File: config.mk
export PLATFORM = sky130hd
export DESIGN_NAME = jt10_adpcm_mix
export DESIGN_NICKNAME = d
export VERILOG_FILES = /design/src/rtl/jt10_adpcm_mix.sv
export SDC_FILE = /design/constraint.sdc
export NUM_CORES = 1
export LEC_CHECK = 0
export ABC_CLOCK_PERIOD_IN_PS = 4550
export BUFFER_PORTS_ARGS = -buffer_cell sky130_fd_sc_hd__clkbuf_2
export CORE_ASPECT_RATIO = 2
export CORE_UTILIZATION = 46
export CTS_CLUSTER_DIAMETER = 120
export DETAILED_ROUTE_END_ITERATION = 6
export GPL_TIMING_DRIVEN = 0
export PLACE_DENSITY = 0.68
export SYNTH_ARGS = -nofsm -noshare
export SYNTH_HDL_FRONTEND = slang
export SYNTH_SLANG_ARGS = --single-unit
export TNS_END_PERCENT = 30
File: constraint.sdc
create_clock -name clk -period 4.55 [get_ports clk]
set_clock_uncertainty 0.1 [all_clocks]
set_input_delay 0.455 -clock clk [delete_from_list [all_inputs] [get_ports clk]]
set_output_delay 0.455 -clock clk [all_outputs]
set_load 0.05 [all_outputs]
File: src/rtl/jt10_adpcm_mix.sv
// jt10_adpcm_mix
// Sums the six attenuated ADPCM-A channels into left/right accumulators over
// one slot rotation, then saturates the totals to 16 bits and presents a
// stereo sample together with a one-clk strobe and per-side clip flags.
module jt10_adpcm_mix (
   input  logic               clk,
   input  logic               rst,
   input  logic               cen,
   input  logic [5:0]         cur_ch,
   input  logic [5:0]         en_ch,
   input  logic [1:0]         lr,
   input  logic signed [15:0] pcm_att,
   output logic signed [15:0] pcm_l,
   output logic signed [15:0] pcm_r,
   output logic               sample_stb,
   output logic               clip_l,
   output logic               clip_r
);

   // Output range of a 16-bit signed sample, expressed at accumulator width
   localparam logic signed [18:0] MAX16 = 19'sd32767;
   localparam logic signed [18:0] MIN16 = -19'sd32768;

   // UNPRIMED blocks output until a full round starting at slot 0 is seen
   typedef enum logic {
      UNPRIMED,
      PRIMED
   } state_t;

   state_t state;
   state_t next_state;

   logic               out_en;
   logic               slot_valid;
   logic               act;
   logic               round_start;
   logic               round_end;
   logic signed [18:0] pcm_ext;
   logic signed [18:0] add_l;
   logic signed [18:0] add_r;
   logic signed [18:0] acc_l;
   logic signed [18:0] acc_r;
   logic signed [18:0] sum_l;
   logic signed [18:0] sum_r;
   logic signed [15:0] sat_l;
   logic signed [15:0] sat_r;
   logic               over_l;
   logic               over_r;

   // Clamp a 19-bit sum into the 16-bit signed range
   function automatic logic signed [15:0] sat16(input logic signed [18:0] v);
      logic signed [15:0] r;
      if (v > MAX16) begin
         r = 16'sh7FFF;
      end else if (v < MIN16) begin
         r = 16'sh8000;
      end else begin
         r = v[15:0];
      end
      return r;
   endfunction

   // A slot only counts when cur_ch carries exactly one bit; anything else is ignored
   always_comb begin
      slot_valid  = (cur_ch != 6'd0) && ((cur_ch & (cur_ch - 6'd1)) == 6'd0);
      act         = slot_valid && (|(cur_ch & en_ch));
      round_start = slot_valid && cur_ch[0];
      round_end   = slot_valid && cur_ch[5];
   end

   // Per-slot contributions after channel enable and panning
   always_comb begin
      pcm_ext = {{3{pcm_att[15]}}, pcm_att};
      add_l   = (act && lr[1]) ? pcm_ext : 19'sd0;
      add_r   = (act && lr[0]) ? pcm_ext : 19'sd0;
      sum_l   = acc_l + add_l;
      sum_r   = acc_r + add_r;
   end

   // Saturation and clip detection on the round totals
   always_comb begin
      sat_l  = sat16(sum_l);
      sat_r  = sat16(sum_r);
      over_l = (sum_l > MAX16) || (sum_l < MIN16);
      over_r = (sum_r > MAX16) || (sum_r < MIN16);
   end

   // FSM state register
   always_ff @(posedge clk) begin
      if (rst) begin
         state <= UNPRIMED;
      end else begin
         state <= next_state;
      end
   end

   // FSM next state: the first valid slot 0 arms the output path
   always_comb begin
      next_state = state;
      case (state)
         UNPRIMED: if (cen && round_start) next_state = PRIMED;
         PRIMED:   next_state = PRIMED;
         default:  next_state = UNPRIMED;
      endcase
   end

   // FSM output decode: results are only published once primed
   always_comb begin
      out_en = (state == PRIMED);
   end

   // Accumulate the round, restart on slot 0, publish and clear on slot 5
   always_ff @(posedge clk) begin
      if (rst) begin
         acc_l      <= 19'sd0;
         acc_r      <= 19'sd0;
         pcm_l      <= 16'sd0;
         pcm_r      <= 16'sd0;
         clip_l     <= 1'b0;
         clip_r     <= 1'b0;
         sample_stb <= 1'b0;
      end else begin
         sample_stb <= 1'b0;
         if (cen && slot_valid) begin
            if (round_start) begin
               acc_l <= add_l;
               acc_r <= add_r;
            end else if (round_end) begin
               acc_l <= 19'sd0;
               acc_r <= 19'sd0;
               if (out_en) begin
                  pcm_l      <= sat_l;
                  pcm_r      <= sat_r;
                  clip_l     <= over_l;
                  clip_r     <= over_r;
                  sample_stb <= 1'b1;
               end
            end else begin
               acc_l <= sum_l;
               acc_r <= sum_r;
            end
         end
      end
   end

endmodule

==> results.md, run 1 <==
* Core ar. at 0.0118 mm^2
* Max FO, Critical Path at 10
* Iteration count of the initial detailed-routing pass at 5
* Initial core utilization at 47.5%
* Critical path startpoint category: primary input
* Flop2flop setup slack at 1.22 ns
* Clk buf depth at 2
* H-tree levels at 3
* Grt ovf at 0
* Critical path startpoint: cur_ch[2]
* Fin crit period at 4.43 ns
* Post-synth EDFFs at 0
* Die Ht at 158 um
* TritonCTS Sinks at 74
* Initial antenna violation count at 0
* CTS hold repair buffers at 0
* Final ANT Viol Nets at 0
* Number of global-route vias before repair at 5831
* CP max stage delay at 0.58 ns
* Relative slew slack at 43.3%
* Terminus of the critical flop-to-flop path: pcm_r[12]
* Min-delay src: pcm_att[10]
* Area growth syn-to-layout at 19.3%
* Rows at 56
* Routed wire per std cell at 18.7 um
* Largest net degree at the start of global routing at 14
* MaxCap Viol Count at 0
* Post-DP HPWL at 13.7 mm
* Drt via density at 6.16
* CTS tree: built
* Synthesized area at 0.00559 mm^2
* Most frequent cell after synthesis: nor2_1
* First-pass GRT wire length at 27.9 mm
* Layout cells sized above 1 at 19.8%
* Outcome: complete, no violations
* Area leader, netlist: dfxtp_1
* Final nets at 871
* Min-delay worst type: primary input to register
* Power Density at 255 mW/mm^2
* Final setup fails at 0
* WS Path Type: primary input to register
* Via count at 5854
* Slowest-stage cell, CP: or4_4
* WP data required at 4.68 ns
* Clk_lat worst skew at 0.35 ns
* YS warnings at 0
* CP Cell Sequence: clkbuf_2 -> or4_4 -> a221oi_4 -> or2_4 -> and3_4 -> buf_6 -> and2_1 -> ha_1 -> o21a_1 -> o21a_1 -> a2111oi_4 -> nor4_4 -> o22ai_4 -> xnor2_4 -> a31oi_4 -> buf_4 -> o22ai_1
* Synth top area share at 26.5%
* Synth cell types at 75
* Period utilisation layout at 97.3%
* Root buf cell: clkbuf_16
* Total CTS buffers at 9
* Ranking of synthesized cells by area: dfxtp_1 (26%), ha_1 (8.1%), nor2_1 (6.8%), o21ai_0 (5.4%), a221oi_1 (4.7%)
* All-Layer GR Usage at 28.8%
* Top post-synthesis cells by count: nor2_1 (102), dfxtp_1 (74), o21ai_0 (60)
* Least-Margin Pin Slew at 0.844 ns
* RD Place Congestion at 0.933
* DR iter-0 viols at 351
* Worst path most repeated cell: o21a_1
* VDD IR max at 0.196 mV
* Finished Cell Area at 0.00667 mm^2
* Post-synthesis sequential element count at 74
* Syn Nets at 786
* Die W at 80.0 um
* Main synth FF type: dfxtp_1
* Post-synth ARST share at 0%
* FILL cells at 1108
* Number of buffers and inverters on the critical path at 3
* Mapped Avg Cell Area at 7.82 um^2
* Final Max Slew Viols at 0
* Critical path's top delay family: compound AO/OA/AOI/OAI gates
* Setup crit end: pcm_r[12]
* Antenna Cells at 0
* Cells on worst reg2reg path at 11
* Setup TNS Final at 0 ns
* RR Startpoint: acc_r[0]
* WL final at 17.8 mm
* Leak at 2.82 nW
* Seq/Total Area, Yosys at 26.5%
* WP depth at 17
* Nature of the critical path endpoint: register
* Endpoints failing hold at 0
* Port Buffers at 65
* CP Data Arrival Time at 4.56 ns
* Worst-path clk slew at 0.06 ns
* Post-DP Area at 0.00610 mm^2
* DRC at 0
* Post-Synthesis Cells at 715
* IO Pins at 68
* Fmax at 226 MHz
* Die area at 0.0126 mm^2
## through the flow
| step | util [%] | power [mW] | worst slack, ns | hold slack (ns) | instances |
|---|---|---|---|---|---|
| 2_1_floorplan | - | 0.876 | 0.0102 | 0.370 | 715 |
| 3_3_place_gp | 51.8 | 0.954 | -1.08 | 0.343 | 925 |
| 3_5_place_dp | 51.8 | 0.962 | -1.17 | 0.355 | 925 |
| 4_1_cts | 55.7 | 1.69 | 0.00174 | 0.337 | 947 |
| 5_1_grt | 56.7 | 1.76 | -0.0229 | 0.359 | 950 |
| 6_report | 56.7 | 1.70 | 0.121 | 0.342 | 950 |
## report_power, final
group | leakage, nW | total, mW | internal, mW | switching, mW
Combinational | 2.08 | 0.299 | 0.110 | 0.189
Clock | 0.142 | 0.729 | 0.424 | 0.305
Sequential | 0.600 | 0.676 | 0.666 | 0.0108
## kinds of logic after synthesis
family	Yosys count	share of synthesized area [%]
adders and majority gates	38	8.77
and+or+nand+nor	270	23.5
AOI/OAI and AO/OA	241	30.7
buffers and inverters	59	4.74
DFF	74	26.5
muxes	2	0.380
xor gates and xnor gates	31	5.46
## sequential cells by signal, indices dropped and copies added, names as in the netlist
| name | cells |
|---|---|
| acc_l | 19 |
| acc_r | 19 |
| clip_l | 1 |
| clip_r | 1 |
| out_en | 1 |
| pcm_l | 16 |
| pcm_r | 16 |
| sample_stb | 1 |
## cell type report
| type | count | area, um^2 | area share [%] |
|---|---|---|---|
| Clock inverter | 7 | 68.8 | 1.03 |
| Buffer | 44 | 225 | 3.37 |
| Tap cell | 145 | 181 | 2.72 |
| Inverter | 14 | 52.6 | 0.787 |
| Timing Repair Buffer | 75 | 400 | 6.00 |
| Clock buffer | 9 | 225 | 3.37 |
| Sequential cell | 74 | 1480 | 22.2 |
| Multi-Input combinational cell | 582 | 4040 | 60.5 |
## worst min-delay path: stages
cell	delay, ns
clkbuf_2	0.12
a221oi_1	0.08
nor2_1	0.10
## repair_timing
action | in CTS | in global routing
buffers inserted | 7 | 3
endpoints found under the setup margin | 41 | 35
gates resized for setup | 23 | 22
cloned | 0 | 0
pin swaps | 4 | 10
## cell usage in the layout, fill, tap and decap left out, types with 4 or more instances in the layout
cell type and count:
nor2_1 102, dfxtp_1 74, clkbuf_2 69, o21ai_0 58, nand2_1 41, ha_1 36
a21oi_1 35, and2_1 34, nor3_1 30, a221oi_1 30, clkbuf_1 20, xnor2_1 19
nand2b_1 15, o211ai_1 15, inv_1 14, nand3_1 13, buf_4 12, o21a_1 12
o22ai_1 11, a21o_1 10, clkbuf_16 9, buf_2 8, o21bai_1 7, xor2_1 7
a211oi_1 5, o21ai_1 5, nand3b_1 4, buf_6 4, a31oi_1 4, a22oi_1 4
and3_1 4, buf_1 4, nor2b_1 4
## metal layers
metal	GRT usage (%)	wire length, um	vias to the layer above
met4	19.7	1010	0
met2	54.7	9690	189
met1	27.4	6340	2780
met5	0	0	-
li1	-	-	2817
met3	4.38	713	68
## how the worst min path moves through the flow
stage                 to  slack (ns)  cells past startpoint
4_1_cts        acc_r[10]        0.34                      3
3_5_place_dp   pcm_r[15]        0.36                      2
3_3_place_gp   pcm_r[15]        0.34                      2
6_report       acc_r[10]        0.34                      3
5_1_grt        acc_r[11]        0.36                      3
2_1_floorplan     out_en        0.37                      2
No activity file was read; power rests on OpenSTA's default activity.
==> run 2, diff against run 1 <==
- CORE_ASPECT_RATIO: 2 -> not set
==> run 2 against run 1 <==
Compared with the run above:
- the flow now finishes with violations (DRC)
- clock power increased by 8.0%
- setup slack got worse by 0.0052 ns
- die area decreased by 0.21%
- wire length decreased by 5.7%
==> results.md, run 2 (synthesis gave the netlist of run 1 again) <==
* Port Buffers at 65 (unchanged)
* DR iter-0 viols at 456 (was 351)
* Logic pwr share at 16.5% (was 17.5%)
* Initial antenna violation count at 0 (unchanged)
* Routed wire per std cell at 17.7 um (was 18.7 um)
* Number of global-route vias before repair at 5472 (was 5831)
* Layout cells sized above 1 at 18.7% (was 19.8%)
* Largest net degree at the start of global routing at 13 (was 14)
* MaxCap Viol Count at 0 (unchanged)
* Nature of the critical path endpoint: register (unchanged)
* Slowest-stage cell, CP: or4_4 (unchanged)
* First-pass GRT wire length at 26.8 mm (was 27.9 mm)
* Antenna Cells at 0 (unchanged)
* TritonCTS Sinks at 74 (unchanged)
* Rows at 39 (was 56)
* Post-DP HPWL at 12.5 mm (was 13.7 mm)
* Clk pwr share at 44.9% (was 42.8%)
* CTS tree: built (unchanged)
* Finished Cell Area at 0.00666 mm^2 (was 0.00667 mm^2)
* Core ar. at 0.0116 mm^2 (was 0.0118 mm^2)
* Tot Pwr at 1.75 mW (was 1.70 mW)
* Pint at 1.26 mW (was 1.20 mW)
* Worst-path clk slew at 0.06 ns (about the same)
* Final setup fails at 0 (unchanged)
* Grt ovf at 0 (unchanged)
* Seq pwr share at 38.6% (was 39.7%)
* Switching Fraction at 27.9% (was 29.6%)
* Total CTS buffers at 9 (unchanged)
* Die W at 112 um (was 80.0 um)
* Worst path most repeated cell: buf_4 (was o21a_1)
* Drt via density at 6.06 (was 6.16)
* Most common cell after layout, fill and taps aside: nor2_1 (unchanged)
* Outcome: finished, violations left (was complete, no violations)
* Failing checks: DRC
* Worst hold slack at 0.327 ns (was 0.342 ns)
* Leak at 2.80 nW (was 2.82 nW)
* Via count at 5732 (was 5854)
* Die Ht at 112 um (was 158 um)
* WL final at 16.7 mm (was 17.8 mm)
* WP data required at 4.69 ns (was 4.68 ns)
* Least-Margin Pin Slew at 0.751 ns (was 0.844 ns)
* CP Cell Sequence: clkbuf_2 -> or4_4 -> a221oi_4 -> or2_4 -> and3_4 -> and2_1 -> ha_1 -> fa_1 -> a211oi_2 -> o21ai_2 -> a2111oi_4 -> nor3_1 -> nor4_1 -> nand3b_1 -> buf_4 -> o32ai_4 -> buf_12 -> buf_4 -> o22ai_1 (was clkbuf_2 -> or4_4 -> a221oi_4 -> or2_4 -> and3_4 -> buf_6 -> and2_1 -> ha_1 -> o21a_1 -> o21a_1 -> a2111oi_4 -> nor4_4 -> o22ai_4 -> xnor2_4 -> a31oi_4 -> buf_4 -> o22ai_1)
* Net Switching at 0.490 mW (was 0.505 mW)
* RD Place Congestion at 0.877 (was 0.933)
* VDD IR max at 0.134 mV (was 0.196 mV)
* Final cell count without fillers at 946 (was 950)
* Commonest cells after routing, fill and taps aside: nor2_1 (102), dfxtp_1 (74), clkbuf_2 (69), o21ai_0 (58), nand2_1 (41) (unchanged)
* Min-delay worst type: primary input to register (unchanged)
* All-Layer GR Usage at 27.1% (was 28.8%)
* Fin crit period at 4.43 ns (about the same)
* Final ANT Viol Nets at 0 (unchanged)
* Period utilisation layout at 97.5% (was 97.3%)
* CP Data Arrival Time at 4.57 ns (was 4.56 ns)
* Top Registers: acc_l: 19 flops, acc_r: 19 flops (unchanged)
* Setup TNS Final at 0 ns (unchanged)
* H-tree levels at 3 (unchanged)
* Number of buffers and inverters on the critical path at 4 (was 3)
* Clk buf depth at 2 (unchanged)
* Fmax at 226 MHz (about the same)
* IO Pins at 68 (unchanged)
* WS Path Type: primary input to register (unchanged)
* Iteration count of the initial detailed-routing pass at 7 (was 5)
* FILL cells at 1090 (was 1108)
* Endpoints failing hold at 0 (unchanged)
* Max FO, Critical Path at 8 (was 10)
* Initial core utilization at 48.2% (was 47.5%)
* CP max stage delay at 0.56 ns (was 0.58 ns)
* Critical path's top delay family: simple AND/OR/NAND/NOR gates (was compound AO/OA/AOI/OAI gates)
* Final nets at 869 (was 871)
* Post-DP Area at 0.00610 mm^2 (about the same)
* Relative slew slack at 49.6% (was 43.3%)
* Critical path startpoint category: primary input (unchanged)
* Final Max Slew Viols at 0 (unchanged)
* Root buf cell: clkbuf_16 (unchanged)
* Placed insts at 923 (was 925)
* Clk_lat worst skew at 0.35 ns (about the same)
* CTS hold repair buffers at 0 (unchanged)
* Area growth syn-to-layout at 19.1% (was 19.3%)
* Power Density at 263 mW/mm^2 (was 255 mW/mm^2)
* DRC at 5 (was 0)
* Die area at 0.0126 mm^2 (about the same)
[run 2: timing repair]
item / 4_1_cts / 5_1_grt
pin swaps: 4 / 6
gates resized for setup: 12 / 28
setup buffers: 4 / 3
endpoints found under the hold margin: 0 / 0
endpoints found under the setup margin: 39 / 33
cloned: 0 / 1
[run 2: per-stage QoR]
stage	util (%)	setup slack, ns
finish	57.3	0.116
global route	57.3	-0.0164
CTS	55.9	0.0244
detailed placement	52.5	-1.00
global placement	52.5	-0.912
floorplan	-	0.0102
[run 2: worst paths after layout]
| path | cells past startpoint | from | slack [ns] | end |
|---|---|---|---|---|
| worst min register to register | 2 | pcm_r[15] | 0.36 | pcm_r[15] |
| worst max-delay path | 19 | cur_ch[3] | 0.12 | pcm_r[4] |
| worst min-delay path | 3 | cen | 0.33 | out_en |
| worst max register to register | 13 | acc_r[0] | 1.19 | pcm_r[4] |
[run 2: cell type report]
cell class / count / area [um^2] / area share, %
inverters: 14 / 52.6 / 0.789
repair buffers: 73 / 398 / 5.97
clock inverters: 5 / 77.6 / 1.16
multi-input cells: 582 / 4010 / 60.2
well taps: 143 / 179 / 2.69
plain buffers: 44 / 220 / 3.31
clock buffers: 11 / 243 / 3.64
flip-flops and latches: 74 / 1480 / 22.2
[run 2: power groups by stage]
stage / clock network (mW) / registers, mW / logic [mW]
6_report: 0.787 / 0.677 / 0.290
3_3_place_gp: 0 / 0.690 / 0.263
4_1_cts: 0.792 / 0.677 / 0.276
3_5_place_dp: 0 / 0.691 / 0.269
5_1_grt: 0.817 / 0.678 / 0.317
2_1_floorplan: 0 / 0.688 / 0.188
[run 2: worst register-to-register path: stages, from the launching register on]
cell and delay [ns]:
dfxtp_1 0.32, ha_1 0.24, fa_1 0.44, a211oi_2 0.30
o21ai_2 0.16, a2111oi_4 0.40, nor3_1 0.16, o21ai_1 0.16
nand3b_1 0.09, buf_4 0.18, o32ai_4 0.39, buf_12 0.16
buf_4 0.11, o22ai_1 0.08
[run 2: per-layer routing]
layer | wire (um) | share of wire, % | vias to the layer above | global-route usage [%]
met5 | 0 | 0 | - | 0
met1 | 7220 | 43 | 2711 | 32.8
li1 | - | - | 2804 | -
met2 | 8070 | 48 | 187 | 47.7
met3 | 1030 | 6.2 | 30 | 4.16
met4 | 414 | 2.5 | 0 | 11.3
